--- config.mk ---
export PLATFORM = sky130hd
export DESIGN_NAME = serial_add_sub
export DESIGN_NICKNAME = d
export VERILOG_FILES = /design/src/rtl/serial_add_sub.sv
export SDC_FILE = /design/constraint.sdc
export NUM_CORES = 1
export LEC_CHECK = 0
export CAP_MARGIN = 20
export CORE_MARGIN = 4
export CORE_UTILIZATION = 30
export CTS_CLUSTER_DIAMETER = 50
export DETAILED_ROUTE_END_ITERATION = 12
export GPL_TIMING_DRIVEN = 0
export PLACE_DENSITY_LB_ADDON = 0.08
export SLEW_MARGIN = 20
export SYNTH_ARGS = -nofsm -noshare
export SYNTH_HDL_FRONTEND = slang
export SYNTH_SLANG_ARGS = --single-unit
--- constraint.sdc ---
create_clock -name clk -period 5.7 [get_ports clk]
set_clock_uncertainty 0.1 [all_clocks]
set_input_delay 1.425 -clock clk [delete_from_list [all_inputs] [get_ports clk]]
set_output_delay 1.425 -clock clk [all_outputs]
set_load 0.02 [all_outputs]
--- src/rtl/serial_add_sub.sv ---
// Digit-serial two's-complement adder/subtractor: DIGIT bits per clock, NDIG = WIDTH/DIGIT RUN cycles.
// Define SERIAL_ADD_SUB_SATURATE_EN to clamp S to the signed limit on overflow.
module serial_add_sub #(
  parameter int WIDTH = 16,
  parameter int DIGIT = 4
) (
  input  logic             clk,
  input  logic             rst_n,
  input  logic             in_valid,
  output logic             in_ready,
  input  logic [WIDTH-1:0] A,
  input  logic [WIDTH-1:0] B,
  input  logic             AddLSubH,
  output logic             out_valid,
  input  logic             out_ready,
  output logic [WIDTH-1:0] S,
  output logic             Co,
  output logic             V,
  output logic             Z,
  output logic             N,
  output logic [1:0]       dbg_state_o
);

  localparam int NDIG = WIDTH / DIGIT;
  localparam int CW   = (NDIG > 1) ? $clog2(NDIG) : 1;
  localparam logic [CW-1:0] LAST = CW'(NDIG - 1);

  if (WIDTH < 2 || DIGIT < 1 || DIGIT > WIDTH || (WIDTH % DIGIT) != 0) begin : g_bad_params
    $error("serial_add_sub: WIDTH must be >= 2 and a multiple of DIGIT, 1 <= DIGIT <= WIDTH");
  end

  typedef enum logic [1:0] {
    IDLE = 2'd0,
    RUN  = 2'd1,
    DONE = 2'd2
  } state_e;

  state_e            state_q, state_d;
  logic [WIDTH-1:0]  opa_q, opa_d;
  logic [WIDTH-1:0]  opy_q, opy_d;
  logic [WIDTH-1:0]  res_q, res_d;
  logic              carry_q, carry_d;
  logic [CW-1:0]     cnt_q, cnt_d;
  logic              amsb_q, amsb_d;
  logic              ymsb_q, ymsb_d;
  logic [WIDTH-1:0]  s_q, s_d;
  logic              co_q, co_d, v_q, v_d, z_q, z_d, n_q, n_d;

  logic [DIGIT:0]    dsum;
  logic [WIDTH-1:0]  d_ext;
  logic [WIDTH-1:0]  res_shift;
  logic [WIDTH-1:0]  s_fin;
  logic              raw_v;

  // Handshake: a transfer happens on a rising edge where valid & ready are both high;
  // in_ready is high only in IDLE, out_valid only in DONE, and S/flags hold until consumed.
  assign in_ready    = (state_q == IDLE);
  assign out_valid   = (state_q == DONE);
  assign S           = s_q;
  assign Co          = co_q;
  assign V           = v_q;
  assign Z           = z_q;
  assign N           = n_q;
  assign dbg_state_o = state_q;

  always_comb begin
    state_d = state_q;
    opa_d   = opa_q;
    opy_d   = opy_q;
    res_d   = res_q;
    carry_d = carry_q;
    cnt_d   = cnt_q;
    amsb_d  = amsb_q;
    ymsb_d  = ymsb_q;
    s_d     = s_q;
    co_d    = co_q;
    v_d     = v_q;
    z_d     = z_q;
    n_d     = n_q;

    dsum  = {1'b0, opa_q[DIGIT-1:0]} + {1'b0, opy_q[DIGIT-1:0]} + {{DIGIT{1'b0}}, carry_q};
    d_ext = '0;
    d_ext[DIGIT-1:0] = dsum[DIGIT-1:0];
    // New digit enters at the top so the LSB digit ends up at the bottom after NDIG shifts.
    res_shift = (res_q >> DIGIT) | (d_ext << (WIDTH - DIGIT));
    raw_v     = (amsb_q == ymsb_q) & (res_shift[WIDTH-1] != amsb_q);
`ifdef SERIAL_ADD_SUB_SATURATE_EN
    s_fin = raw_v ? {amsb_q, {(WIDTH-1){~amsb_q}}} : res_shift;
`else
    s_fin = res_shift;
`endif

    case (state_q)
      IDLE: begin
        if (in_valid) begin
          opa_d   = A;
          opy_d   = AddLSubH ? ~B : B;
          carry_d = AddLSubH;
          amsb_d  = A[WIDTH-1];
          ymsb_d  = AddLSubH ? ~B[WIDTH-1] : B[WIDTH-1];
          cnt_d   = '0;
          state_d = RUN;
        end
      end
      RUN: begin
        opa_d   = opa_q >> DIGIT;
        opy_d   = opy_q >> DIGIT;
        res_d   = res_shift;
        carry_d = dsum[DIGIT];
        cnt_d   = cnt_q + CW'(1);
        if (cnt_q == LAST) begin
          state_d = DONE;
          s_d     = s_fin;
          co_d    = dsum[DIGIT];
          v_d     = raw_v;
          z_d     = (s_fin == '0);
          n_d     = s_fin[WIDTH-1];
        end
      end
      DONE: begin
        if (out_ready) state_d = IDLE;
      end
      default: state_d = IDLE;
    endcase
  end

  always_ff @(posedge clk or negedge rst_n) begin
    if (!rst_n) begin
      state_q <= IDLE;
      opa_q   <= '0;
      opy_q   <= '0;
      res_q   <= '0;
      carry_q <= 1'b0;
      cnt_q   <= '0;
      amsb_q  <= 1'b0;
      ymsb_q  <= 1'b0;
      s_q     <= '0;
      co_q    <= 1'b0;
      v_q     <= 1'b0;
      z_q     <= 1'b0;
      n_q     <= 1'b0;
    end else begin
      state_q <= state_d;
      opa_q   <= opa_d;
      opy_q   <= opy_d;
      res_q   <= res_d;
      carry_q <= carry_d;
      cnt_q   <= cnt_d;
      amsb_q  <= amsb_d;
      ymsb_q  <= ymsb_d;
      s_q     <= s_d;
      co_q    <= co_d;
      v_q     <= v_d;
      z_q     <= z_d;
      n_q     <= n_d;
    end
  end

endmodule

==> metrics.md, run 1 <==
| Metric | Value |
|---|---|
| Post-route cell area | `just over 0.004 sq mm` |
| Mapped Avg Cell Area | `roughly 10 sq um` |
| Final period util | `55.30%` |
| First-pass GRT wire length | `about 13000 um` |
| CTS Buf Count | `9` |
| Final setup fails | `0` |
| Vias per cell | `4.589` |
| Vias in the first global route | `2472` |
| Final Hold Viols | `0` |
| Fill count | `roughly 1000` |
| FMAX | `around 320 MHz` |
| Sink Count | `70` |
| PortBufs | `just under 60` |
| Register-to-register setup slack | `roughly 3500 ps` |
| Unrepaired setup endpoints after global routing | `no` |
| EDFF count, synth | `0` |
| Switching Fraction | `approximately two fifths` |
| Starting DRT DRC Count | `83` |
| RR Endpoint | `Z` |
| CP required | `4180 ps` |
| Cell row count | `36` |
| Fin Setup TNS | `0 ps` |
| CTS HTree Levels | `3` |
| Root Buffer | `clkbuf_8` |
| GPL Wtd Cong | `around 0.73` |
| # Max-Cap Violations | `0` |
| Diode count | `0` |
| Synth Register Bits | `70` |
| Critical path launch point | `dbg_state_o[1]` |
| Commonest register cell after synthesis | `dfrtp_1` |
| # DRC | `0` |
| GRT overflow | `0` |
| CTS tree | `built` |
| Power Internal | `around 1.4 mW` |
| Initial antenna violation count | `0` |
| R2R depth | `6` |
| Crit path max fanout | `6` |
| Power Total | `~2.4 mW` |
| Post-Syn Area | `0.003122 sq mm` |
| Fraction of registers with async set/reset | `100.0%` |
| Syn-to-layout area delta | `31.10%` |
| Critical Path AT | `between 1500 and 2000 ps` |
| Hold path cells | `2` |
| Sequential area share after synthesis | `56.11%` |
| Kind of critical path | `flop to output pin` |
| Die height | `110.0 um` |
| Crit start category | `flop` |
| DP Area | `just under 0.004 sq mm` |
| Slew @ Worst Pin | `527.9 ps` |
| Flop pwr share | `38.1%` |
| DR vias | `approximately 2300` |
| Largest net degree at the start of global routing | `48` |
| Ys Warns | `0` |
| Syn_nets | `~350` |
| Mean routed wirelength per cell | `14.58 um` |
| Tmin final | `3152 ps` |
| Final HPWL DP | `around 5500 um` |
| CORE AREA | `0.009955 sq mm` |
| Skew-Pair Late Insertion Delay | `about 340 ps` |
| Max IR drop VDD | `between 0.2 and 0.25 mV` |
| Commonest non-fill, non-tap cell in the layout | `nand2_1` |
| Setup ws final | `2548 ps` |
| Clock-pin slew on the worst setup and hold paths | `70 ps` |
| Initial Util | `approximately a third` |
| Pre-CTS setup slack | `between 2000 and 2500 ps` |
| Final Max Slew Viols | `0` |
| Netlist cell types | `37` |
| Gr usage total | `between 10 and 15%` |
| Chip Width | `110.0 um` |
| Clock power share | `16.5%` |
| # resized after CTS | `0` |
| Reg-to-Reg Start | `opa_q[0]` |
| Post-Synthesis Cells | `just over 300` |
| Critical Path Sink | `in_ready` |
| Post-Route WL | `roughly 7400 um` |
| Rel. slew slack | `about two thirds` |
| Clock Path Buffers | `2` |
| Commonest cells after routing, fill and taps aside | `nand2_1, dfrtp_1, clkdlybuf4s50_1, nor2_1` |
| Final nets | `about 420` |
| Crit. End Element | `output pin` |
| Combinational Power Share | `approximately 45%` |
| NetSw | `~0.95 mW` |
| Postcts setup bufs | `0` |
| Post-DRT Antenna Nets | `0` |
| TritonRoute pass-1 iters | `4` |
| Layout cells sized above 1 | `~9.3%` |
| Hold Path Class | `flop to flop` |
| I/O pins | `between 60 and 70` |
| Hold_buf cts | `0` |
| Lkg Pwr | `1.820 nW` |
| Die ar. | `around 0.012 sq mm` |
| Power Density | `between 500 and 600 mW/mm^2` |
| Status | `completed` |
through the flow:
| step | std cells | hold WS, ps | utilization [%] |
|---|---|---|---|
| 4_1_cts | 511 | 387.3 | 41.11 |
| 3_3_place_gp | 494 | 367.9 | 38.96 |
| 5_1_grt | 511 | 409.8 | 41.11 |
| 2_1_floorplan | 302 | 346.6 | - |
| 3_5_place_dp | 495 | 367.0 | 39.22 |
| 6_report | 511 | 383.2 | 41.11 |
critical path, stage by stage, from the launching register on:
cell             delay, ps
dfrtp_1                480
nor2_1                 170
clkdlybuf4s50_1        630
routing by layer:
metal / track usage, % / vias to the layer above / wire length [um]
met2: 22.62 / 51 / 3727
li1: - / 1168 / -
met3: 4.019 / 6 / 347
met5: 0 / - / 0
met1: 17.88 / 1120 / 3310
met4: 3.206 / 0 / 63
worst min path at each step:
stage	startpoint	endpoint
finish	V	V
global route	S[8]	S[8]
CTS	V	V
detailed placement	opa_q[15]	opa_q[15]
global placement	opa_q[15]	opa_q[15]
floorplan	opa_q[15]	opa_q[15]
kinds of logic after synthesis:
kind of cell | after synthesis | synth area share, %
simple gates | 125 | 16.71
compound gates | 49 | 10.90
fa+ha+maj | 6 | 2.886
xor+xnor | 18 | 5.050
buf+inv | 20 | 3.286
mux | 14 | 5.050
flops | 70 | 56.11
power by group through the flow:
stage | registers [mW] | clock network, mW | logic [mW]
after floorplan | 0.941 | 0 | 0.649
after global placement | 0.914 | 0 | 1.08
after detailed placement | 0.918 | 0 | 1.09
after CTS | 0.908 | 0.404 | 1.10
after global routing | 0.938 | 0.425 | 1.23
final | 0.900 | 0.390 | 1.07
cell type report:
cell class | count | area, sq um | share of cell area, %
timing repair buffer | 60 | 615.6 | 15.04
inverter | 1 | 3.754 | 0.09171
buffer | 19 | 98.84 | 2.415
clock inverter | 7 | 65.06 | 1.590
clock buffer | 9 | 123.9 | 3.027
multi-input combinational | 212 | 1267 | 30.97
tap | 133 | 166.4 | 4.066
sequential | 70 | 1752 | 42.80
flip-flops by register name, indices dropped and copies added, names as in the netlist:
register     flops
carry_q          1
cnt_q            2
res_q           12
Z                1
S               16
opy_q           16
ymsb_q           1
Co               1
V                1
dbg_state_o      2
amsb_q           1
opa_q           16
synthesized netlist by cell type, drive strengths merged, types with 3 or more instances:
library cell | n | area, sq um
nand2 | 79 | 299.0
o21ai | 16 | 80.08
xnor2 | 16 | 140.1
mux2 | 14 | 157.6
dfrtp | 70 | 1752
buf | 14 | 80.07
nor4 | 3 | 18.77
nand3 | 6 | 30.03
a221o | 12 | 120.1
clkbuf | 5 | 18.77
a31oi | 12 | 75.07
ha | 4 | 50.05
nor2 | 28 | 107.6
Power figures use the tool's default switching activity.
==> run 2, diff against run 1 <==
- clock period: 5.7 -> 3.08 ns (I/O delays scaled with it)
==> results of run 2 <==
Same layout as run 1 (identical final DEF). Status: completed.
Among the figures that moved: setup slack after placement 2459 ps -> 494.0 ps; clock-pin slew on the worst setup and hold paths 70 ps -> 80 ps; setup slack after layout 2548 ps -> 582.9 ps; hold slack 383.2 ps -> 218.1 ps; register-to-register setup slack 3450 ps -> 830 ps; total power 2.363 mW -> 4.373 mW; worst IR drop on VDD 0.2365 mV -> 0.4378 mV
==> run 3, diff against run 2 <==
- clock period: 3.08 -> 2.2 ns (I/O delays scaled with it)
==> metrics.md, run 3 (synthesis results as in run 1) <==
| Metric | Value |
|---|---|
| Gr usage total | `13.75% (about the same)` |
| Status | `completed (unchanged)` |
| Slowest-stage cell, CP | `clkdlybuf4s50_1 (unchanged)` |
| Slew @ Worst Pin | `529.9 ps (was 527.9 ps)` |
| Cell row count | `36 (unchanged)` |
| Final Hold Viols | `0 (unchanged)` |
| Max IR drop VDD | `0.6148 mV (was 0.4378 mV)` |
| R2R depth | `6 (unchanged)` |
| Hold path cells | `2` |
| # Max-Cap Violations | `0 (unchanged)` |
| Pre-CTS setup slack | `-166.0 ps (was 494.0 ps)` |
| Vias in the first global route | `2476 (was 2472)` |
| Chip Width | `110.0 um (unchanged)` |
| Top delay family on crit path | `buffers and inverters (unchanged)` |
| Post-route cell area | `0.004113 sq mm (was 0.004093 sq mm)` |
| Final nets | `417 (was 416)` |
| Initial antenna violation count | `0 (unchanged)` |
| Critical Path AT | `1430 ps (was 1630 ps)` |
| Mean routed wirelength per cell | `14.61 um (was 14.58 um)` |
| Power Density | `1498 mW/mm^2 (was 1069 mW/mm^2)` |
| Hold slack final | `383.4 ps (was 218.1 ps)` |
| Commonest non-fill, non-tap cell in the layout | `nand2_1 (unchanged)` |
| CP Cell Sequence | `clkdlybuf4s50_1 (was nor2_1, clkdlybuf4s50_1)` |
| TritonRoute pass-1 iters | `5 (was 4)` |
| Skew-Pair Late Insertion Delay | `340 ps (about the same)` |
| Hold Startpoint | `V` |
| Hold Path Class | `flop to flop (was input port to asynchronous set/reset pin)` |
| Sink Count | `70 (unchanged)` |
| FMAX | `between 400 and 500 MHz` |
| Crit path buf inv count | `1 (unchanged)` |
| CTS HTree Levels | `3 (unchanged)` |
| CP required | `1550 ps (was 2210 ps)` |
| First-pass GRT wire length | `12700 um (was 12690 um)` |
| # DRC | `0 (unchanged)` |
| Hold endpoint | `V` |
| Kind of critical path | `flop to output pin (unchanged)` |
| Largest net degree at the start of global routing | `48 (unchanged)` |
| CTS Buf Count | `9 (unchanged)` |
| Clock Path Buffers | `2 (unchanged)` |
| I/O pins | `61 (unchanged)` |
| Reg-to-Reg Start | `opa_q[0] (unchanged)` |
| Unrepaired setup endpoints after global routing | `no (unchanged)` |
| Final Max Slew Viols | `0 (unchanged)` |
| Tmin final | `around 2100 ps` |
| CORE AREA | `0.009955 sq mm (unchanged)` |
| GPL Wtd Cong | `0.7292 (unchanged)` |
| CP max stage delay | `640 ps (was 630 ps)` |
| Initial Util | `31.36% (unchanged)` |
| Final setup fails | `0 (unchanged)` |
| Rel. slew slack | `64.68% (was 64.81%)` |
| GRT overflow | `0 (unchanged)` |
| DP Area | `0.003904 sq mm (unchanged)` |
| CTS tree | `built (unchanged)` |
| Final period util | `between 90% and 100%` |
| Die ar. | `0.01210 sq mm (unchanged)` |
| Crit. End Element | `output pin (unchanged)` |
| Register-to-register setup slack | `170 ps (was 830 ps)` |
| PortBufs | `59 (unchanged)` |
| Root Buffer | `clkbuf_8 (unchanged)` |
| Vias per cell | `4.645 (was 4.589)` |
| DR vias | `2378 (was 2345)` |
| Lkg Pwr | `1.828 nW (was 1.820 nW)` |
| Diode count | `0 (unchanged)` |
| Commonest cells after routing, fill and taps aside | `nand2_1, dfrtp_1, clkdlybuf4s50_1, nor2_1 (unchanged)` |
| Setup ws final | `122.0 ps (was 582.9 ps)` |
| Crit path max fanout | `6 (unchanged)` |
| Crit start category | `flop (unchanged)` |
| Die height | `110.0 um (unchanged)` |
| Starting DRT DRC Count | `87 (was 83)` |
| RR Endpoint | `Z (unchanged)` |
| Post-Route WL | `7481 um (was 7448 um)` |
| Clock-pin slew on the worst setup and hold paths | `70 ps (was 80 ps)` |
| Syn-to-layout area delta | `31.74% (was 31.10%)` |
| Post-DRT Antenna Nets | `0 (unchanged)` |
| Final HPWL DP | `5456 um (unchanged)` |
| Layout cells sized above 1 | `10.29% (was 9.259%)` |
| Fin Setup TNS | `0 ps (unchanged)` |
==> run 3: cell count changes in the layout (fill, tap and decap cells not counted), sizes merged <==
cell | previous run | this run
dlygate4sd3 | 0 | 1
clkdlybuf4s50 | 58 | 56
dlygate4sd2 | 0 | 2
==> run 3: worst max-delay path by stage <==
| stage | from | endpoint | slack [ps] | cells after the start |
|---|---|---|---|---|
| finish | dbg_state_o[0] | dbg_state_o[0] | 120 | 1 |
| global route | opa_q[0] | Z | 50 | 6 |
| CTS | opa_q[0] | Z | 40 | 6 |
| detailed placement | in_valid | opy_q[5] | -170 | 5 |
| global placement | rst_n | opy_q[12] | -2050 | 1 |
| floorplan | opa_q[0] | Z | 210 | 6 |
==> run 3: area by class of cell <==
cell class                 instances  area (sq um)
timing repair buffer              61         623.1
multi-input combinational        212          1279
buffer                            19         98.84
inverter                           1         3.754
fill                            1004          5842
clock inverter                     7         65.06
clock buffer                       9         123.9
sequential                        70          1753
tap                              133         166.4
==> run 3: per-layer routing <==
metal | vias to the layer above | GRT usage [%] | part of all wire [%]
met5 | - | 0 | 0
met4 | 0 | 3.206 | 0.76
met3 | 6 | 4.019 | 4.9
met2 | 58 | 22.66 | 50
met1 | 1142 | 17.85 | 45
li1 | 1172 | - | -
==> run 3: repair_timing <==
action | in CTS | in global routing
gates resized for setup | 6 | 0
pin swaps | 1 | 2
hold buffers | 1 | 0
buffers inserted | 0 | 0
endpoints found under the hold margin | 2 | 0
setup endpoints to repair | 4 | 1
==> run 3: metrics by stage <==
step | instances | total power, mW | util (%)
2_1_floorplan | 302 | 4.120 | -
3_3_place_gp | 494 | 5.166 | 38.96
3_5_place_dp | 495 | 5.212 | 39.22
4_1_cts | 512 | 6.275 | 41.31
5_1_grt | 512 | 6.761 | 41.31
6_report | 512 | 6.160 | 41.31
==> run 3: power breakdown <==
part,leakage (nW),internal [mW],switching [mW]
logic,0.861,1.26,1.55
clock network,0.0948,0.515,0.493
registers,0.871,1.90,0.439
